File: config.mk
export PLATFORM = sky130hd
export DESIGN_NAME = fourbit_add_seq
export DESIGN_NICKNAME = d
export VERILOG_FILES = /design/src/rtl/fourbit_add_seq.sv
export SDC_FILE = /design/constraint.sdc
export NUM_CORES = 1
export LEC_CHECK = 0
export ABC_AREA = 0
export CAP_MARGIN = 5
export CORE_ASPECT_RATIO = 2
export CORE_MARGIN = 2
export CORE_UTILIZATION = 34
export CTS_BUF_LIST = sky130_fd_sc_hd__clkbuf_16
export CTS_CLUSTER_DIAMETER = 150
export DETAILED_ROUTE_END_ITERATION = 10
export SETUP_SLACK_MARGIN = 0.3
export SLEW_MARGIN = 20
export SYNTH_ARGS = -nofsm -noshare
export SYNTH_HDL_FRONTEND = slang
export SYNTH_SLANG_ARGS = --single-unit
File: constraint.sdc
create_clock -name clk_i -period 1.9 [get_ports clk_i]
set_input_delay 0.38 -clock clk_i [delete_from_list [all_inputs] [get_ports clk_i]]
set_output_delay 0.38 -clock clk_i [all_outputs]
set_load 0.02 [all_outputs]
File: src/rtl/fourbit_add_seq.sv
// Wide adder sequencer: time-multiplexes one external 4-bit adder slice, LSB nibble first,
// holding each step's inputs for SETTLE extra cycles before capturing Sum/Cout.
module fourbit_add_seq #(
    parameter int unsigned NSLICE = 4,
    parameter int unsigned SETTLE = 3
) (
    input  logic                  clk_i,
    input  logic                  rst_ni,
    input  logic                  start_valid_i,
    output logic                  start_ready_o,
    input  logic [4*NSLICE-1:0]   op_a_i,
    input  logic [4*NSLICE-1:0]   op_b_i,
    input  logic                  cin_i,
    output logic [3:0]            add_a_o,
    output logic [3:0]            add_b_o,
    output logic                  add_cin_o,
    input  logic [3:0]            add_sum_i,
    input  logic                  add_cout_i,
    output logic                  res_valid_o,
    input  logic                  res_ready_i,
    output logic [4*NSLICE-1:0]   result_o,
    output logic                  cout_o,
    output logic                  busy_o
);

    localparam int unsigned W    = 4 * NSLICE;
    localparam int unsigned IdxW = (NSLICE > 1) ? $clog2(NSLICE) : 1;
    localparam int unsigned CntW = (SETTLE > 0) ? $clog2(SETTLE + 1) : 1;
    localparam logic [IdxW-1:0] IdxLast = IdxW'(NSLICE - 1);
    localparam logic [CntW-1:0] CntMax  = CntW'(SETTLE);

    typedef enum logic [1:0] {StIdle, StRun, StDone} state_e;

    state_e          state_q, state_d;
    logic [IdxW-1:0] idx_q, idx_d;
    logic [CntW-1:0] cnt_q, cnt_d;
    logic            carry_q, carry_d;
    logic [W-1:0]    a_q, a_d;
    logic [W-1:0]    b_q, b_d;
    logic [W-1:0]    result_q, result_d;
    logic            cout_q, cout_d;
    logic            capture;

    // The adder output is only trusted on the last cycle of a step.
    assign capture = (state_q == StRun) && (cnt_q == CntMax);

    always_ff @(posedge clk_i or negedge rst_ni) begin
        if (!rst_ni) begin
            state_q <= StIdle;
        end else begin
            state_q <= state_d;
        end
    end

    always_comb begin
        state_d = state_q;
        unique case (state_q)
            StIdle:  if (start_valid_i) state_d = StRun;
            StRun:   if (capture && (idx_q == IdxLast)) state_d = StDone;
            StDone:  if (res_ready_i) state_d = StIdle;
            default: state_d = StIdle;
        endcase
    end

    always_comb begin
        start_ready_o = (state_q == StIdle);
        busy_o        = (state_q != StIdle);
        res_valid_o   = (state_q == StDone);
        add_a_o       = '0;
        add_b_o       = '0;
        add_cin_o     = 1'b0;
        if (state_q == StRun) begin
            add_a_o   = a_q[4*idx_q +: 4];
            add_b_o   = b_q[4*idx_q +: 4];
            add_cin_o = carry_q;
        end
    end

    always_comb begin
        idx_d    = idx_q;
        cnt_d    = cnt_q;
        carry_d  = carry_q;
        a_d      = a_q;
        b_d      = b_q;
        result_d = result_q;
        cout_d   = cout_q;
        if ((state_q == StIdle) && start_valid_i) begin
            a_d      = op_a_i;
            b_d      = op_b_i;
            carry_d  = cin_i;
            result_d = '0;
            cout_d   = 1'b0;
            idx_d    = '0;
            cnt_d    = '0;
        end else if (capture) begin
            result_d[4*idx_q +: 4] = add_sum_i;
            carry_d                = add_cout_i;
            cnt_d                  = '0;
            if (idx_q == IdxLast) begin
                cout_d = add_cout_i;
            end else begin
                idx_d = idx_q + 1'b1;
            end
        end else if (state_q == StRun) begin
            cnt_d = cnt_q + 1'b1;
        end
    end

    always_ff @(posedge clk_i or negedge rst_ni) begin
        if (!rst_ni) begin
            idx_q    <= '0;
            cnt_q    <= '0;
            carry_q  <= 1'b0;
            a_q      <= '0;
            b_q      <= '0;
            result_q <= '0;
            cout_q   <= 1'b0;
        end else begin
            idx_q    <= idx_d;
            cnt_q    <= cnt_d;
            carry_q  <= carry_d;
            a_q      <= a_d;
            b_q      <= b_d;
            result_q <= result_d;
            cout_q   <= cout_d;
        end
    end

    assign result_o = result_q;
    assign cout_o   = cout_q;

endmodule

== Word level (Yosys, flattened, before mapping) ==
Index checks and enable logic that the tools add are counted.

* Add/sub/neg operators: 3
* Eq/ne operators: 8
* Shifts and indexed selects: 4
* Mux-type cells: 21
* Reductions and logical operators: 11

{| class="wikitable"
|+ Operators by type and width
! cell !! count
|-
| 4-bit negator with 34-bit output || 1
|-
| 4-bit by 34-bit variable shift with 16-bit output (first input constant) || 1
|-
| 4-bit by 34-bit indexed part select with 16-bit output || 1
|-
| 16-bit 2-to-1 mux || 2
|-
| 16-bit by 5-bit indexed part select with 4-bit output || 2
|-
| 2-bit 2-to-1 mux || 9
|-
| 16-bit bitwise mux || 1
|-
| 4-bit 2-to-1 mux || 2
|-
| 2-bit equality test (second input constant) || 3
|-
| 1-bit 2-to-1 mux || 6
|-
| 2-bit case mux with 3 select lines || 1
|-
| 2-bit nonzero test || 3
|-
| 2-bit by 1-bit adder with 2-bit output (second input constant) || 2
|-
| 2-bit by 1-bit inequality test with 1-bit output (second input constant) || 2
|-
| 2-bit inequality test (second input constant) || 2
|-
| 2-bit AND reduction || 2
|-
| 1-bit logical AND || 3
|-
| 3-bit AND reduction || 1
|-
| 3-bit nonzero test || 1
|-
| 2-bit by 1-bit equality test with 1-bit output (second input constant) || 1
|-
| 2-bit zero test || 1
|}

* Bits in registers: 56
* Word-level logic and storage cells: 55

== Longest topological paths before layout ==
Gate-level depths: netlist of the first run.

* Word-level depth: 5
* Gate-level depth with buffers: 6

== Least setup slack after synthesis of the first run ==
Ideal clock, no wire load.

* Kind: register to output
* From: reg idx_q[0]
* To: out add_a_o[0]
* Arrival: 1.332 ns
* Path slack: 0.188 ns
* Cell stages (with the launch flop): 4
* Buffers on the path: 1
* Cells stage by stage: dfrtp_1 -> buf_6 -> mux4_1 -> nor2b_1

* Longest elaborated chain between the ends: 2

{| class="wikitable"
|+ Ends and longest elaborated chain
! what !! line !! RTL
|-
| start, declared || 35 || <nowiki>logic [IdxW-1:0] idx_q, idx_d;</nowiki>
|-
| start signal, assigned || 119 || <nowiki>idx_q <= idx_d;</nowiki>
|-
| 16-bit by 5-bit indexed part select with 4-bit output || 73 || <nowiki>add_a_o = a_q[4*idx_q +: 4];</nowiki>
|-
| 4-bit 2-to-1 mux || 72 || <nowiki>if (state_q == StRun) begin</nowiki>
|-
| end, declared || 14 || <nowiki>output logic [3:0] add_a_o,</nowiki>
|}

Every way passes these cells.

== Worst setup path in the final report of the first run ==
* From: reg idx_q[0]
* To: out add_b_o[0]

* Longest elaborated chain between the ends: 2

{| class="wikitable"
|+ Ends and longest elaborated chain
! what !! line !! RTL
|-
| 16-bit by 5-bit indexed part select with 4-bit output || 74 || <nowiki>add_b_o = b_q[4*idx_q +: 4];</nowiki>
|-
| 4-bit 2-to-1 mux || 72 ||
|-
| end, declared || 15 || <nowiki>output logic [3:0] add_b_o,</nowiki>
|}

Every way passes these cells.

==> impl_table.tex, run 1 <==
\begin{tabular}{lr}
\hline
Metric & Value \\
\hline
\multicolumn{2}{l}{\textbf{CTS}} \\
Clock tree from TritonCTS & done \\
Clock transition at the register clock pins on the worst setup and hold paths after CTS & 70 ps \\
Insertion delay of the later-clocked pin in the worst-skew pair & approximately 300 ps \\
Root Driver & clkbuf\_16 \\
Number of buffers created by CTS & 5 \\
Clock sink count & 56 \\
Clock Path Buffers & 2 \\
CTS HTree Levels & 2 \\
\multicolumn{2}{l}{\textbf{Setup path}} \\
Data arrival time of the critical path & 1590 ps \\
Maximum fanout along the worst path & 5 \\
Critical Path End Type & output port \\
WS Path Type & flop to output port \\
CP required & 1520 ps \\
Crit path launch type & flop \\
\multicolumn{2}{l}{\textbf{Synth}} \\
Async S/R FF share, synth & 1.00 \\
Number of unique standard cell types used by synthesis & 37 \\
Post-synthesis cell area & 0.00263 sq mm \\
Synth Warn \# & 0 \\
Net count of the mapped netlist & 236 \\
Total of flip-flops plus latches after synthesis & 56 \\
Portion of the post-synthesis area used by sequential elements & 0.534 \\
Count of mapped cells out of synthesis & 188 \\
Dominant synthesized flop cell & dfrtp\_1 \\
Number of enable-type register cells in the synthesized netlist & 0 \\
Average instance area after synthesis & between 10 and 15 sq um \\
\multicolumn{2}{l}{\textbf{Floorplanning}} \\
Area of the die & 0.00848 sq mm \\
Boundary pin count & 71 \\
Core Footprint & 0.00754 sq mm \\
Starting Density & 0.348 \\
Number of placement rows & 45 \\
Die extent in y & $\sim$130 um \\
Chip width & 66.1 um \\
\multicolumn{2}{l}{\textbf{STA}} \\
Max frequency & 0.506 GHz \\
Setup tns final & -525 ps \\
Layout Skew & 5.15 ps \\
Fin crit period & 1970 ps \\
Total count of max-transition violations in the final report & 0 \\
Final critical-path share of the clock period & 1.04 \\
Final worst hold slack & 481 ps \\
Smallest setup slack after layout & -74.8 ps \\
RSZ-0062 raised after global routing & yes \\
Worst slew margin relative to its limit & 0.763 \\
Final number of hold-violating endpoints & 0 \\
Final setup violation count & 8 \\
Slew at the pin closest to its max-slew limit & 356 ps \\
\multicolumn{2}{l}{\textbf{Min path}} \\
Class of the tightest hold or removal check & input pin to asynchronous set/reset pin \\
\multicolumn{2}{l}{\textbf{Routing}} \\
Via density per instance & 5.06 \\
Routed length per instance & 17.1 um \\
Final Routed Wirelength & 6420 um \\
Number of iterations in the first detailed-routing pass & 4 \\
Remaining routing DRC violations & 0 \\
Violation count after the first detailed-route iteration & 71 \\
ANT nets after route & 0 \\
Detailed-route via count & 1901 \\
\multicolumn{2}{l}{\textbf{Global route}} \\
Gr ovfl total & 0 \\
Largest net degree at the start of global routing & 49 \\
Wire length of the first global-routing pass & 9910 um \\
Antenna violations before repair & 0 \\
Number of global-route vias before repair & 1970 \\
Global-route usage over all layers & 0.158 \\
\multicolumn{2}{l}{\textbf{Power}} \\
Overall power of the completed layout & 7.16 mW \\
Leak pwr & 1.76 nW \\
Pwr/cell area & 1750 mW/mm\^{}2 \\
Highest ir drop seen on vdd & between 0.0007 and 0.0008 V \\
\multicolumn{2}{l}{\textbf{Cells and area}} \\
Share of post-route cells with drive strength above 1 & 0.348 \\
Top library cells by usage in the layout, fill and taps aside & dfrtp\_1 (55), clkdlybuf4s50\_1 (40), mux2\_1 (29), buf\_6 (17), dlygate4sd2\_1 (17) \\
Most common library cell in the layout ignoring fill and taps & dfrtp\_1 \\
Final core area utilization & 0.543 \\
Final antenna diode count & 0 \\
Layout Area Growth over Synthesis & 56.0\% \\
Number of nets at the end of the flow & 329 \\
\multicolumn{2}{l}{\textbf{Place}} \\
Final estimated routing congestion in global placement & 0.736 \\
Worst-case setup slack after placement & -317 ps \\
Half-perimeter wire length after placement & around 4300 um \\
Port bufs & 70 \\
\multicolumn{2}{l}{\textbf{Flow run}} \\
Max-capacitance violation count & 0 \\
\multicolumn{2}{l}{\textbf{Run status}} \\
Run status & finished, violations left \\
Violations in the final reports & negative setup slack \\
\hline
\end{tabular}
==> power by group <==
part           switching [mW]  internal [mW]
combinational            1.92           2.30
clock                   0.427          0.485
sequential              0.285           1.74
==> cell type report <==
class                   count  area [sq um]
clock inverters             3          18.8
clock buffers               5           125
multi-input cells         115          1360
fillers                   672          3450
repair buffers             97          1030
well taps                  94           118
flip-flops and latches     56          1400
inverters                   6          37.5
==> metal layers <==
metal	share of wire	vias up	global-route usage
li1	-	871	-
met2	0.58	47	0.280
met1	0.37	976	0.179
met4	0.021	0	0.0720
met3	0.033	7	0.0281
met5	0	-	0
==> final timing paths <==
kind | start | end | slack [ps] | cells after the start
worst max register to register | idx_q[0] | result_o[14] | 120 | 8
max in group asynchronous | rst_ni | idx_q[0] | 880 | 3
worst max-delay path | idx_q[0] | add_b_o[0] | -70 | 4
min in group clk_i | a_q[14] | a_q[14] | 490 | 1
worst min register to register | a_q[14] | a_q[14] | 490 | 1
worst min-delay path | rst_ni | a_q[1] | 480 | 2
==> worst max-delay path, stage by stage (launching register included) <==
cell and delay (ps):
dfrtp_2 390, buf_8 140, mux4_2 500, nor2b_4 140
buf_6 120
==> kinds of logic (layout without fill, tap and decap cells) <==
logic type	count (synthesis)	count (layout)	synth area share
buffers and inverters	17	111	0.0415
adder cells (fa/ha/maj)	6	6	0.0286
AND/OR/NAND/NOR	41	41	0.0972
flip-flops	56	56	0.534
multiplexers	42	42	0.224
XOR/XNOR	2	2	0.00667
AO/OA/AOI/OAI	24	24	0.0686
==> synth_stat cells, drive strengths merged, types with 2 or more instances <==
cell type	count	area (sq um)
dfrtp	56	1400
mux2	32	360
a22o	12	105
buf	8	73.8
mux4	8	206
nor2	8	30.0
nor2b	8	50.1
nand2	7	26.3
a21oi	6	30.0
ha	6	75.1
inv	6	22.5
nand3	6	30.0
clkbuf	3	12.5
a41oi	2	17.5
mux2i	2	20.0
nand4b	2	17.5
==> metrics by stage <==
step | instance area [sq um] | cells
after CTS | 3860 | 369
after global placement | 3520 | 353
after global routing | 4100 | 376
after detailed placement | 3520 | 353
after floorplan | 2650 | 188
final | 4100 | 376
==> sequential cells by signal (all words and copies together) (netlist names) <==
signal    cells
carry_q       1
b_q          16
cout_o        1
state_q       2
idx_q         2
cnt_q         2
result_o     16
a_q          16
==> timing repair <==
action,CTS,global route
pin swaps,12,15
gates cloned,0,2
hold buffers,1,0
endpoints found under the setup margin,46,49
resized for setup,132,29
hold endpoints to repair,8,0
buffers inserted,7,5
(Power assumes the default switching activity.)
==> run 2: changes to the inputs <==
--- a/config.mk
+++ b/config.mk
@@ -11,7 +11,6 @@
 export CORE_MARGIN = 2
 export CORE_UTILIZATION = 34
 export CTS_BUF_LIST = sky130_fd_sc_hd__clkbuf_16
-export CTS_CLUSTER_DIAMETER = 150
 export DETAILED_ROUTE_END_ITERATION = 10
 export SETUP_SLACK_MARGIN = 0.3
 export SLEW_MARGIN = 20
==> results of run 2 <==
Final layout, timing and power as in run 1 (identical DEF).
